==> src/rtl/pe_mac_acc.sv <==
// ---------------------------------------------------------------------------
// pe_mac_acc -- multi-lane multiply-accumulate processing element
//
// Each accepted input beat multiplies LANES ifmap/weight pairs, sums the
// products and adds the sum into a group accumulator. A group is a run of
// beats closed by in_last. The first beat of a group also supplies the bias
// and the operand mode; both are ignored on later beats. The finished group
// sum is presented on a valid/ready output one clock after the last beat.
//
// Parameters:
//   LANES  number of ifmap/weight pairs per beat
//   IW     ifmap element width
//   WW     weight element width
//   ACC_W  accumulator / bias / opsum width (two's complement, wraps)
//   CNT_W  beat counter width (wraps)
//
// Ports:
//   clk          rising-edge clock
//   rst          synchronous, active-high reset; drops any open group
//   signed_mode  1: operands sign-extended, 0: zero-extended (first beat)
//   relu         clamp negative results to zero (last beat, PE_RELU_EN only)
//   in_valid     input beat valid
//   in_ready     input beat accepted when in_valid && in_ready
//   in_last      final beat of the group
//   ifmap        LANES packed IW-bit elements, lane 0 in the LSBs
//   weight       LANES packed WW-bit elements, lane 0 in the LSBs
//   bias         signed group bias (first beat)
//   out_valid    opsum/beat_cnt hold a finished group
//   out_ready    downstream takes the result
//   opsum        signed group result
//   beat_cnt     number of beats in the delivered group
//   dbg_state    group FSM state (0: IDLE, 1: ACC)
//
// Build option: define PE_RELU_EN to honour the relu input. Without it the
// relu port is present but has no effect and opsum is the raw wrapped sum.
// ---------------------------------------------------------------------------
module pe_mac_acc #(
    parameter int LANES = 4,
    parameter int IW    = 8,
    parameter int WW    = 8,
    parameter int ACC_W = 32,
    parameter int CNT_W = 16
) (
    input  logic                  clk,
    input  logic                  rst,
    input  logic                  signed_mode,
    input  logic                  relu,
    input  logic                  in_valid,
    output logic                  in_ready,
    input  logic                  in_last,
    input  logic [LANES*IW-1:0]   ifmap,
    input  logic [LANES*WW-1:0]   weight,
    input  logic [ACC_W-1:0]      bias,
    output logic                  out_valid,
    input  logic                  out_ready,
    output logic [ACC_W-1:0]      opsum,
    output logic [CNT_W-1:0]      beat_cnt,
    output logic [0:0]            dbg_state
);

    // Width of one lane product: (IW+1) x (WW+1) signed operands.
    localparam int PW = IW + WW + 2;

    localparam logic [0:0] S_IDLE = 1'b0;
    localparam logic [0:0] S_ACC  = 1'b1;

    logic [0:0]              state;
    logic                    mode_q;
    logic signed [ACC_W-1:0] acc;
    logic [CNT_W-1:0]        cnt;

    logic                    mode_eff;
    logic signed [ACC_W-1:0] prod_ext [LANES];
    logic signed [ACC_W-1:0] lane_sum;
    logic signed [ACC_W-1:0] base;
    logic signed [ACC_W-1:0] sum;
    logic signed [ACC_W-1:0] result;
    logic [CNT_W-1:0]        cnt_next;
    logic                    fire;

    // Handshake: a beat moves when in_valid && in_ready, the result moves
    // when out_valid && out_ready. in_ready only depends on the output
    // register being free or draining this cycle, so a new result may land
    // in the same cycle the old one leaves. While a result is stalled
    // nothing upstream is consumed and the accumulator is frozen.
    assign in_ready  = !out_valid || out_ready;
    assign fire      = in_valid && in_ready;
    assign dbg_state = state;

    // The first beat of a group uses the live mode input; later beats use
    // the mode latched on that first beat.
    assign mode_eff = (state == S_IDLE) ? signed_mode : mode_q;

    genvar g;
    generate
        for (g = 0; g < LANES; g++) begin : g_lane
            logic signed [IW:0]   a_ext;
            logic signed [WW:0]   b_ext;
            logic signed [PW-1:0] prod;

            // One extra bit per operand lets both modes share a single
            // signed multiplier: the top bit is the sign copy or zero.
            assign a_ext = {mode_eff & ifmap[g*IW+IW-1],  ifmap[g*IW +: IW]};
            assign b_ext = {mode_eff & weight[g*WW+WW-1], weight[g*WW +: WW]};
            assign prod  = a_ext * b_ext;
            assign prod_ext[g] = ACC_W'(prod);
        end
    endgenerate

    always_comb begin
        lane_sum = '0;
        for (int l = 0; l < LANES; l++) begin
            lane_sum = lane_sum + prod_ext[l];
        end
    end

    // The bias seeds the first beat; later beats add onto the accumulator.
    assign base     = (state == S_IDLE) ? $signed(bias) : acc;
    assign sum      = base + lane_sum;
    assign cnt_next = (state == S_IDLE) ? CNT_W'(1) : cnt + CNT_W'(1);

`ifdef PE_RELU_EN
    assign result = (relu && sum[ACC_W-1]) ? '0 : sum;
`else
    // relu is a don't-care in this build; the port is kept so both builds
    // share one footprint.
    assign result = (relu & 1'b0) ? '0 : sum;
`endif

    always_ff @(posedge clk) begin
        if (rst) begin
            state     <= S_IDLE;
            mode_q    <= 1'b0;
            acc       <= '0;
            cnt       <= '0;
            out_valid <= 1'b0;
            opsum     <= '0;
            beat_cnt  <= '0;
        end else begin
            // Drain first; an accepted last beat below overrides this.
            if (out_valid && out_ready) begin
                out_valid <= 1'b0;
            end

            if (fire) begin
                if (in_last) begin
                    opsum     <= result;
                    beat_cnt  <= cnt_next;
                    out_valid <= 1'b1;
                    acc       <= '0;
                    cnt       <= '0;
                    state     <= S_IDLE;
                end else begin
                    acc   <= sum;
                    cnt   <= cnt_next;
                    state <= S_ACC;
                    if (state == S_IDLE) begin
                        mode_q <= signed_mode;
                    end
                end
            end
        end
    end

endmodule

==> config.mk <==
export PLATFORM = sky130hd
export DESIGN_NAME = pe_mac_acc
export DESIGN_NICKNAME = d
export VERILOG_FILES = /design/src/rtl/pe_mac_acc.sv
export SDC_FILE = /design/constraint.sdc
export NUM_CORES = 1
export LEC_CHECK = 0
export BUFFER_PORTS_ARGS = -buffer_cell sky130_fd_sc_hd__buf_2
export CAP_MARGIN = 20
export CORE_MARGIN = 4
export CORE_UTILIZATION = 55
export CTS_BUF_LIST = sky130_fd_sc_hd__clkbuf_2 sky130_fd_sc_hd__clkbuf_4 sky130_fd_sc_hd__clkbuf_8
export CTS_CLUSTER_DIAMETER = 30
export DETAILED_ROUTE_END_ITERATION = 10
export PLACE_DENSITY_LB_ADDON = 0.12
export SETUP_SLACK_MARGIN = 0.1
export SLEW_MARGIN = 40
export SYNTH_ARGS = -nofsm -noshare
export SYNTH_HDL_FRONTEND = slang
export SYNTH_SLANG_ARGS = --single-unit
export TNS_END_PERCENT = 5
==> constraint.sdc <==
create_clock -name clk -period 9.95 [get_ports clk]
set_input_delay 0 -clock clk [delete_from_list [all_inputs] [get_ports clk]]
set_output_delay 0 -clock clk [all_outputs]
set_load 0.02 [all_outputs]
==> impl_metrics.env, run 1 <==
export IMPL_postSynth_asyncResetShare=0
export IMPL_number_of_nets_still_failing_antenna_checks_after_routing=0
export IMPL_hold_path_class="in2reg"
export IMPL_detail_route_first_pass_iterations=7
export IMPL_grt_start_max_net_pins=68
export IMPL_hold_path_cell_count=4
export IMPL_global_route_overflow_total=0
export IMPL_cts_htree_levels=3
export IMPL_critical_path_endpoint_type="flip-flop"
export IMPL_worst_hold_slack_ns=0.1234
export IMPL_result_of_the_run="completed"
export IMPL_clockRootBuffer="sky130_fd_sc_hd__clkbuf_8"
export IMPL_synth_net_count=2882
export IMPL_synth_xor_area_share=0.01894
export IMPL_worst_path_max_fanout=20
export IMPL_timing_final_max_slew_violations=0
export IMPL_crit_buf_inv=5
export IMPL_timing_final_setup_violations=0
export IMPL_ff2ff_path_depth=25
export IMPL_syn_area_mm2=0.02035
export IMPL_cts_inserted_buffers=9
export IMPL_routed_via_count=14450
export IMPL_critPathKind="reg2reg"
export IMPL_cts_path_max_buffers=2
export IMPL_startpoint_type="flip-flop"
export IMPL_post_synth_top_area_cell="sky130_fd_sc_hd__fa_1"
export IMPL_setup_tns_final_ns=0
export IMPL_portion_of_netlist_area_occupied_by_mux_cells=0.01808
export IMPL_tritoncts="built"
export IMPL_synth_adder_area_share=0.5535
export IMPL_io_pin_count=154
export IMPL_cts_clk_slew_worst_paths_ns=0.10
export IMPL_layout_drive_gt1_share=0.1047
export IMPL_final_hold_violation_count=0
export IMPL_finalCritPeriodShare=0.8817
export IMPL_yosysWarningCount=0
export IMPL_drt_total_wl_um=47060
export IMPL_fmaxAchievable_mhz=114.0
export IMPL_vias_per_cell=5.319
export IMPL_synth_ff_type="sky130_fd_sc_hd__dfxtp_1"
export IMPL_synth_seq_cells=99
export IMPL_tightestPinTransition_ns=0.7896
export IMPL_seq_area_frac_synth=0.09741
export IMPL_cts_sink_count=99
export IMPL_coreArea_mm2=0.03652
export IMPL_drt_initial_drc_count=815
export IMPL_timing_critical_path_arrival_ns=9.10
export IMPL_fp_row_count=70
export IMPL_dp_final_hpwl_um=41070
export IMPL_dp_slack_ns=1.206
export IMPL_grt_first_pass_wirelength_um=80230
export IMPL_cap_viol_max_count=0
export IMPL_crit_top_cell="sky130_fd_sc_hd__fa_1"
export IMPL_port_buffers=152
export IMPL_chip_width_um=200.3
export IMPL_finalClockSkew_ns=0.01937
export IMPL_synthesized_area_fraction_occupied_by_ao_oa_aoi_and_oai_cells=0.06795
export IMPL_die_area_mm2=0.04013
export IMPL_place_congestion=0.8680
export IMPL_clk_insertion_delay_late_ns=0.38
export IMPL_combinational_family_with_the_most_area_after_synthesis="adder cells"
export IMPL_path_depth=25
export IMPL_first_global_vias=15450
export IMPL_area_share_of_and_or_nand_nor_cells_after_synthesis=0.1235
export IMPL_cpLargestDelayFamily="adder cells"
export IMPL_most_repeated_cell_in_the_gate_level_netlist_after_synthesis="sky130_fd_sc_hd__inv_1"
export IMPL_cp_slowest_cell="sky130_fd_sc_hd__fa_1"
export IMPL_synth_enable_flop_cells=0
export IMPL_drt_wirelength_per_cell_um=17.33
export IMPL_post_synth_cell_area_avg_um2=9.428
export IMPL_netlist_instances=2158
export IMPL_synth_cell_type_count=61
export IMPL_area_fraction_of_the_dominant_cell_type_after_synthesis=0.4575
export IMPL_post_route_min_period_ns=8.773
export IMPL_antenna_violations_before_repair=3
export IMPL_cp_slowest_stage_delay_ns=0.78
export IMPL_critical_path_required_ns=10.27
export IMPL_drc=0
export IMPL_final_net_count=2966
export IMPL_die_h_um=200.3
export IMPL_layout_area_overhead_vs_synth_pct=6.359
export IMPL_synth_area_top_cells="sky130_fd_sc_hd__fa_1 (46%), sky130_fd_sc_hd__inv_1 (10%), sky130_fd_sc_hd__dfxtp_1 (9.7%)"
export IMPL_synth_commonest_cells="sky130_fd_sc_hd__inv_1 (561), sky130_fd_sc_hd__fa_1 (465), sky130_fd_sc_hd__nand2_1 (223)"
export IMPL_final_critical_path_setup_slack_ns=1.177
export IMPL_maxSlewHeadroom=0.4720
export IMPL_initial_core_util=0.5571
export IMPL_rsz0062_at_grt="no"
export IMPL_grt_usage=0.2450
-- area by class of cell --
type                       instances  area [um^2]
sequential                        99         1983
clock buffer                      10        137.6
tap                              468        585.6
inverter                         561         2106
multi-input combinational       1409        15930
fill                            3280        14880
timing repair buffer             162        840.8
clock inverter                     4        51.30
antenna                            3        7.507
-- placed cells by master (no fill, tap or decap), types with 19 or more instances in the layout --
cell,synthesis,final
sky130_fd_sc_hd__nand2_1,223,222
sky130_fd_sc_hd__a22o_1,31,31
sky130_fd_sc_hd__xnor2_1,30,30
sky130_fd_sc_hd__buf_2,0,152
sky130_fd_sc_hd__nand3_1,24,24
sky130_fd_sc_hd__dfxtp_1,99,98
sky130_fd_sc_hd__fa_1,465,464
sky130_fd_sc_hd__a21oi_1,33,32
sky130_fd_sc_hd__ha_1,156,156
sky130_fd_sc_hd__a22oi_1,26,26
sky130_fd_sc_hd__and2_1,110,110
sky130_fd_sc_hd__o21ai_0,37,37
sky130_fd_sc_hd__and3_1,19,19
sky130_fd_sc_hd__inv_1,561,561
sky130_fd_sc_hd__mux2_2,30,30
sky130_fd_sc_hd__nor2_1,66,65
-- timing repair --
item / CTS / global route
hold buffers: 2 / 0
gates resized for setup: 0 / 0
hold endpoints to repair: 1 / 0
setup buffers: 0 / 0
-- metrics by stage --
step / utilization / instances / instance area [um^2]
after floorplan: - / 2158 / 20350
after global placement: 0.5865 / 2697 / 21420
after detailed placement: 0.5865 / 2697 / 21420
after CTS: 0.5922 / 2713 / 21630
after global routing: 0.5925 / 2716 / 21640
final: 0.5925 / 2716 / 21640
-- worst min-delay path, stage by stage --
cell,delay [ns]
sky130_fd_sc_hd__buf_2,0.08
sky130_fd_sc_hd__mux2_2,0.14
sky130_fd_sc_hd__ha_1,0.13
sky130_fd_sc_hd__a22o_1,0.12
-- state kept, by name, summed over array words and instances, names as in the netlist --
name       flops
dbg_state      1
opsum         32
mode_q         1
beat_cnt      16
acc           32
cnt           16
out_valid      1
-- routing by layer --
metal	track usage	wire length (um)	vias up
met2	0.4288	24380	355
met4	0.04523	826	0
met5	0	0	-
met1	0.3431	19870	7401
li1	-	-	6645
met3	0.01829	1988	45
-- cells by family after synthesis --
logic type,after synthesis
AOI/OAI and AO/OA,193
DFF,99
buffers and inverters,650
xor gates and xnor gates,44
muxes,33
and+or+nand+nor,518
adders and majority gates,621
-- worst paths after layout --
path / start / endpoint / slack, ns
max: dbg_state / acc[31] / 1.18
min: bias[0] / opsum[0] / 0.12
max reg2reg: dbg_state / acc[31] / 1.18
min reg2reg: opsum[30] / opsum[30] / 0.47
Power of run 1 is left out: the tool's default activity adds up to more than one toggle a clock period on the data nets, which glitch-free logic cannot reach.
==> inputs of run 2 (changes only) <==
--- a/config.mk
+++ b/config.mk
@@ -5,11 +5,10 @@
 export SDC_FILE = /design/constraint.sdc
 export NUM_CORES = 1
 export LEC_CHECK = 0
-export BUFFER_PORTS_ARGS = -buffer_cell sky130_fd_sc_hd__buf_2
+export BUFFER_PORTS_ARGS = -buffer_cell sky130_fd_sc_hd__buf_4
 export CAP_MARGIN = 20
 export CORE_MARGIN = 4
 export CORE_UTILIZATION = 55
-export CTS_BUF_LIST = sky130_fd_sc_hd__clkbuf_2 sky130_fd_sc_hd__clkbuf_4 sky130_fd_sc_hd__clkbuf_8
 export CTS_CLUSTER_DIAMETER = 30
 export DETAILED_ROUTE_END_ITERATION = 10
 export PLACE_DENSITY_LB_ADDON = 0.12
==> run 2 against run 1 <==
Net effect:
- routed wire length grew 0.14%
- count of clock-buffer cells in the layout did not move
- non-clock buffer count fell by 2
- die area unchanged
- sequential share of layout area decreased by 0.21 points
- utilization is 1.4 points higher
- fmax fell by 0.66%
- clock skew is 0.00099 ns lower
- setup slack lost 0.059 ns
- flip-flop and latch count unchanged
- critical endpoint is now acc[29]
==> impl_metrics.env, run 2 (same netlist as run 1, synthesis figures left out) <==
export IMPL_result_of_the_run="completed"
export IMPL_port_buffers=152
export IMPL_timing_final_max_slew_violations=0
export IMPL_critPathKind="reg2reg"
export IMPL_timing_final_setup_violations=0
export IMPL_cts_htree_levels=3
export IMPL_layout_drive_gt1_share=0.1051
export IMPL_cp_slowest_cell="sky130_fd_sc_hd__fa_1"
export IMPL_fp_row_count=70
export IMPL_detail_route_first_pass_iterations=5
export IMPL_routed_via_count=14400
export IMPL_number_of_nets_still_failing_antenna_checks_after_routing=0
export IMPL_post_route_min_period_ns=8.831
export IMPL_critical_path_required_ns=10.19
export IMPL_hold_path_cell_count=3
export IMPL_placement_cell_area_mm2=0.02179
export IMPL_crit_buf_inv=5
export IMPL_reg2reg_from="dbg_state"
export IMPL_startpoint_type="flip-flop"
export IMPL_cts_setup_buffers=0
export IMPL_drc=0
export IMPL_crit_top_cell="sky130_fd_sc_hd__fa_1"
export IMPL_first_global_vias=15410
export IMPL_most_common_cell_after_layout_fill_and_taps_aside="sky130_fd_sc_hd__inv_1"
export IMPL_ff2ff_path_depth=24
export IMPL_finalCritPeriodShare=0.8876
export IMPL_post_cts_resized=0
export IMPL_vias_per_cell=5.307
export IMPL_cts_sink_count=99
export IMPL_fmaxAchievable_mhz=113.2
export IMPL_final_cell_mix="sky130_fd_sc_hd__inv_1 (561), sky130_fd_sc_hd__fa_1 (464), sky130_fd_sc_hd__nand2_1 (222)"
export IMPL_cts_inserted_buffers=9
export IMPL_worst_setup_path_endpoint="acc[29]"
export IMPL_finalClockSkew_ns=0.01838
export IMPL_cp_slowest_stage_delay_ns=0.81
export IMPL_r2r_slack_ns=1.12
export IMPL_antenna_violations_before_repair=0
export IMPL_tightestPinTransition_ns=0.7938
export IMPL_setup_tns_final_ns=0
export IMPL_grt_first_pass_wirelength_um=79610
export IMPL_die_h_um=200.3
export IMPL_chip_width_um=200.3
export IMPL_drt_total_wl_um=47130
export IMPL_critical_path_endpoint_type="flip-flop"
export IMPL_timing_critical_path_arrival_ns=9.07
export IMPL_final_net_count=2964
export IMPL_cap_viol_max_count=0
export IMPL_layout_area_overhead_vs_synth_pct=8.825
export IMPL_die_area_mm2=0.04013
export IMPL_cts_hold_buffers=1
export IMPL_post_route_cell_area_mm2=0.02214
export IMPL_path_cells="mux2_2 -> and2_1 -> nand2_1 -> inv_1 -> fa_1 -> fa_1 -> inv_1 -> fa_1 -> fa_1 -> fa_1 -> fa_1 -> inv_1 -> fa_1 -> inv_1 -> fa_1 -> inv_1 -> ha_1 -> a21o_1 -> a21o_1 -> a21oi_1 -> o211ai_1 -> a311oi_2 -> o31ai_1 -> o311ai_0"
export IMPL_cpLargestDelayFamily="adder cells"
export IMPL_layout_core_utilization=0.6062
export IMPL_final_hold_violation_count=0
export IMPL_hold_path_class="in2reg"
export IMPL_cts_path_max_buffers=2
export IMPL_n_antenna_cell=0
export IMPL_coreArea_mm2=0.03652
export IMPL_crit_path_from="dbg_state"
export IMPL_biggestRegsByFlops="acc (32), opsum (32)"
export IMPL_clockRootBuffer="sky130_fd_sc_hd__clkbuf_16"
export IMPL_drt_initial_drc_count=935
export IMPL_tritoncts="built"
export IMPL_global_route_overflow_total=0
export IMPL_worst_path_max_fanout=20
export IMPL_dp_final_hpwl_um=41310
export IMPL_place_congestion=0.8819
export IMPL_maxSlewHeadroom=0.4692
export IMPL_rsz0062_at_grt="no"
export IMPL_io_pin_count=154
export IMPL_clk_insertion_delay_late_ns=0.36
export IMPL_path_depth=24
export IMPL_drt_wirelength_per_cell_um=17.37
export IMPL_initial_core_util=0.5571
export IMPL_final_instance_count_excl_fill=2713
export IMPL_layout_filler_cells=3203
export IMPL_dp_cells=2696
export IMPL_cts_clk_slew_worst_paths_ns=0.07
export IMPL_r2r_end="acc[29]"
export IMPL_grt_usage=0.2439
export IMPL_grt_start_max_net_pins=68
[run 2: changes by cell type in the layout (fill, tap and decap cells not counted), moves of 3 or more]
cell	before	now
sky130_fd_sc_hd__buf_2	152	0
sky130_fd_sc_hd__buf_4	8	159
sky130_fd_sc_hd__clkbuf_16	0	9
sky130_fd_sc_hd__clkbuf_8	10	1
sky130_fd_sc_hd__diode_2	3	0
[run 2: worst min-delay path, cell delays in order]
cell and delay (ns):
sky130_fd_sc_hd__buf_4 0.08, sky130_fd_sc_hd__nand2b_1 0.16, sky130_fd_sc_hd__a21oi_1 0.08
[run 2: final cells by class]
type                       count  area, um^2  share of cell area
sequential                    99        1983             0.08957
clock inverter                 6       96.34            0.004351
clock buffer                  10       239.0             0.01079
timing repair buffer         160        1204             0.05436
inverter                     561        2106             0.09511
tap                          468       585.6             0.02645
multi-input combinational   1409       15930              0.7194
[run 2: worst min path at each step]
| stage | start | to | slack [ns] |
|---|---|---|---|
| 6_report | out_ready | out_valid | 0.02 |
| 5_1_grt | out_ready | out_valid | 0.04 |
| 4_1_cts | out_ready | out_valid | 0.01 |
| 3_5_place_dp | in_valid | out_valid | 0.29 |
| 3_3_place_gp | in_valid | out_valid | 0.28 |
| 2_1_floorplan | in_valid | out_valid | 0.15 |
[run 2: per-stage QoR]
stage          worst slack [ns]  hold WS [ns]
2_1_floorplan             1.741        0.1490
3_3_place_gp              1.259        0.2813
3_5_place_dp              1.161        0.2911
4_1_cts                   1.088       0.01362
5_1_grt                  0.6530       0.04218
6_report                  1.119       0.02446
[run 2: per-layer routing]
metal	track usage	wire length, um
met3	0.02169	2302
met5	0	0
met1	0.3337	19350
met4	0.04253	847
met2	0.4343	24620
Power of run 2 is left out for the same reason.
==> inputs of run 3 (changes only) <==
--- a/config.mk
+++ b/config.mk
@@ -9,9 +9,11 @@
 export CAP_MARGIN = 20
 export CORE_MARGIN = 4
 export CORE_UTILIZATION = 55
+export CTS_BUF_LIST = sky130_fd_sc_hd__clkbuf_2
 export CTS_CLUSTER_DIAMETER = 30
 export DETAILED_ROUTE_END_ITERATION = 10
 export PLACE_DENSITY_LB_ADDON = 0.12
+export REMOVE_ABC_BUFFERS = 1
 export SETUP_SLACK_MARGIN = 0.1
 export SLEW_MARGIN = 40
 export SYNTH_ARGS = -nofsm -noshare
==> run 3 against run 2 <==
Net effect:
- utilization decreased by 0.47 points
- global-route usage about the same
- count of clock-buffer cells in the layout unchanged
- worst hold slack improved by 0.14 ns
- via count increased by 0.33%
- routed wire length decreased by 1.6%
- highest routed layer unchanged
==> impl_metrics.env, run 3 (same netlist as run 1, synthesis figures left out) <==
export IMPL_layout_drive_gt1_share=0.1045
export IMPL_cts_sink_count=99
export IMPL_detail_route_first_pass_iterations=5
export IMPL_first_global_vias=15910
export IMPL_chip_width_um=200.3
export IMPL_grt_first_pass_wirelength_um=80130
export IMPL_vias_per_cell=5.315
export IMPL_critical_path_endpoint_type="flip-flop"
export IMPL_global_route_overflow_total=0
export IMPL_worst_path_max_fanout=20
export IMPL_post_route_cell_area_mm2=0.02197
export IMPL_crit_top_cell="sky130_fd_sc_hd__fa_1"
export IMPL_timing_final_setup_violations=0
export IMPL_place_congestion=0.9085
export IMPL_coreArea_mm2=0.03652
export IMPL_r2r_end="opsum[31]"
export IMPL_r2r_slack_ns=1.22
export IMPL_rsz0062_at_grt="no"
export IMPL_timing_hold_worst_start="signed_mode"
export IMPL_port_buffers=152
export IMPL_clockRootBuffer="sky130_fd_sc_hd__clkbuf_2"
export IMPL_cts_path_max_buffers=2
export IMPL_ff2ff_path_depth=25
export IMPL_die_area_mm2=0.04013
export IMPL_clk_insertion_delay_late_ns=0.62
export IMPL_timing_critical_path_arrival_ns=9.33
export IMPL_reg2reg_from="dbg_state"
export IMPL_post_route_min_period_ns=8.728
export IMPL_cts_inserted_buffers=9
export IMPL_initial_core_util=0.5571
export IMPL_fmaxAchievable_mhz=114.6
export IMPL_dp_slack_ns=1.181
export IMPL_holdPathEnd="mode_q"
export IMPL_die_h_um=200.3
export IMPL_hold_path_class="in2reg"
export IMPL_tritoncts="built"
export IMPL_tightestPinTransition_ns=0.8078
export IMPL_final_hold_violation_count=0
export IMPL_cap_viol_max_count=0
export IMPL_critical_path_required_ns=10.55
export IMPL_cts_clk_slew_worst_paths_ns=0.33
export IMPL_biggestRegsByFlops="acc (32), opsum (32)"
export IMPL_finalClockSkew_ns=0.06631
export IMPL_maxSlewHeadroom=0.4599
export IMPL_finalCritPeriodShare=0.8772
export IMPL_critPathKind="reg2reg"
export IMPL_drt_total_wl_um=46390
export IMPL_worst_hold_slack_ns=0.1603
export IMPL_final_net_count=2968
export IMPL_setup_tns_final_ns=0
export IMPL_placement_cell_area_mm2=0.02179
export IMPL_final_cell_mix="sky130_fd_sc_hd__inv_1 (561), sky130_fd_sc_hd__fa_1 (464), sky130_fd_sc_hd__nand2_1 (222)"
export IMPL_most_common_cell_after_layout_fill_and_taps_aside="sky130_fd_sc_hd__inv_1"
export IMPL_timing_final_max_slew_violations=0
export IMPL_fp_row_count=70
export IMPL_io_pin_count=154
export IMPL_grt_start_max_net_pins=68
export IMPL_antenna_violations_before_repair=1
export IMPL_number_of_nets_still_failing_antenna_checks_after_routing=0
export IMPL_cp_slowest_stage_delay_ns=0.72
export IMPL_cp_slowest_cell="sky130_fd_sc_hd__fa_1"
export IMPL_grt_usage=0.2438
export IMPL_cts_setup_buffers=0
export IMPL_routed_via_count=14450
export IMPL_result_of_the_run="completed"
export IMPL_drt_initial_drc_count=914
export IMPL_final_critical_path_setup_slack_ns=1.222
export IMPL_layout_area_overhead_vs_synth_pct=7.982
export IMPL_drt_wirelength_per_cell_um=17.07
export IMPL_hold_path_cell_count=4
export IMPL_drc=0
export IMPL_cts_htree_levels=3
export IMPL_startpoint_type="flip-flop"
export IMPL_dp_final_hpwl_um=40910
run 3: cell types whose count changed in the layout (fill, tap and decap cells not counted):
cell / change
sky130_fd_sc_hd__bufinv_16: -2
sky130_fd_sc_hd__clkbuf_8: -1
sky130_fd_sc_hd__clkbuf_2: +10
sky130_fd_sc_hd__clkinv_4: -1
sky130_fd_sc_hd__diode_2: +1
sky130_fd_sc_hd__buf_4: -1
sky130_fd_sc_hd__inv_6: +1
sky130_fd_sc_hd__clkinv_8: +2
sky130_fd_sc_hd__dlygate4sd3_1: +5
sky130_fd_sc_hd__clkbuf_16: -9
run 3: area by class of cell:
type                            count  area (um^2)
Antenna cell                        1        2.502
Clock buffer                       10        50.05
Clock inverter                      6        68.82
Fill cell                        3240        14550
Inverter                          561         2106
Multi-Input combinational cell   1409        15930
Sequential cell                    99         1983
Tap cell                          468        585.6
Timing Repair Buffer              164         1246
run 3: timing repair:
action	4_1_cts	5_1_grt
setup endpoints to repair	0	0
gates resized for setup	0	0
hold endpoints to repair	44	0
hold buffers	6	0
run 3: worst max-delay path, delay by kind of cell, from the launching register on:
family,cells,cell delay (ns)
DFF,1,0.39
buffers and inverters,5,0.63
muxes,1,0.50
and+or+nand+nor,4,1.00
AOI/OAI and AO/OA,6,1.42
adders and majority gates,9,4.82
run 3: through the flow:
step,instances,utilization
2_1_floorplan,2069,-
3_3_place_gp,2695,0.5965
3_5_place_dp,2695,0.5965
4_1_cts,2717,0.6014
5_1_grt,2718,0.6015
6_report,2718,0.6015
run 3: how the worst max path moves through the flow:
stage               startpoint        end  slack (ns)  depth (start not counted)
global route         dbg_state  opsum[31]        0.70                         25
global placement     dbg_state    acc[31]        1.34                         23
CTS                  dbg_state    acc[31]        1.16                         23
floorplan            dbg_state    acc[24]        1.00                         25
finish               dbg_state  opsum[31]        1.22                         25
detailed placement   dbg_state    acc[31]        1.18                         23
run 3: layer usage:
| layer | wire [um] | track usage | up-vias |
|---|---|---|---|
| met5 | 0 | 0 | - |
| met4 | 1243 | 0.05703 | 0 |
| met2 | 24800 | 0.4420 | 367 |
| li1 | - | - | 6640 |
| met3 | 2241 | 0.02299 | 53 |
| met1 | 18110 | 0.3197 | 7386 |
Power of run 3 is left out for the same reason.
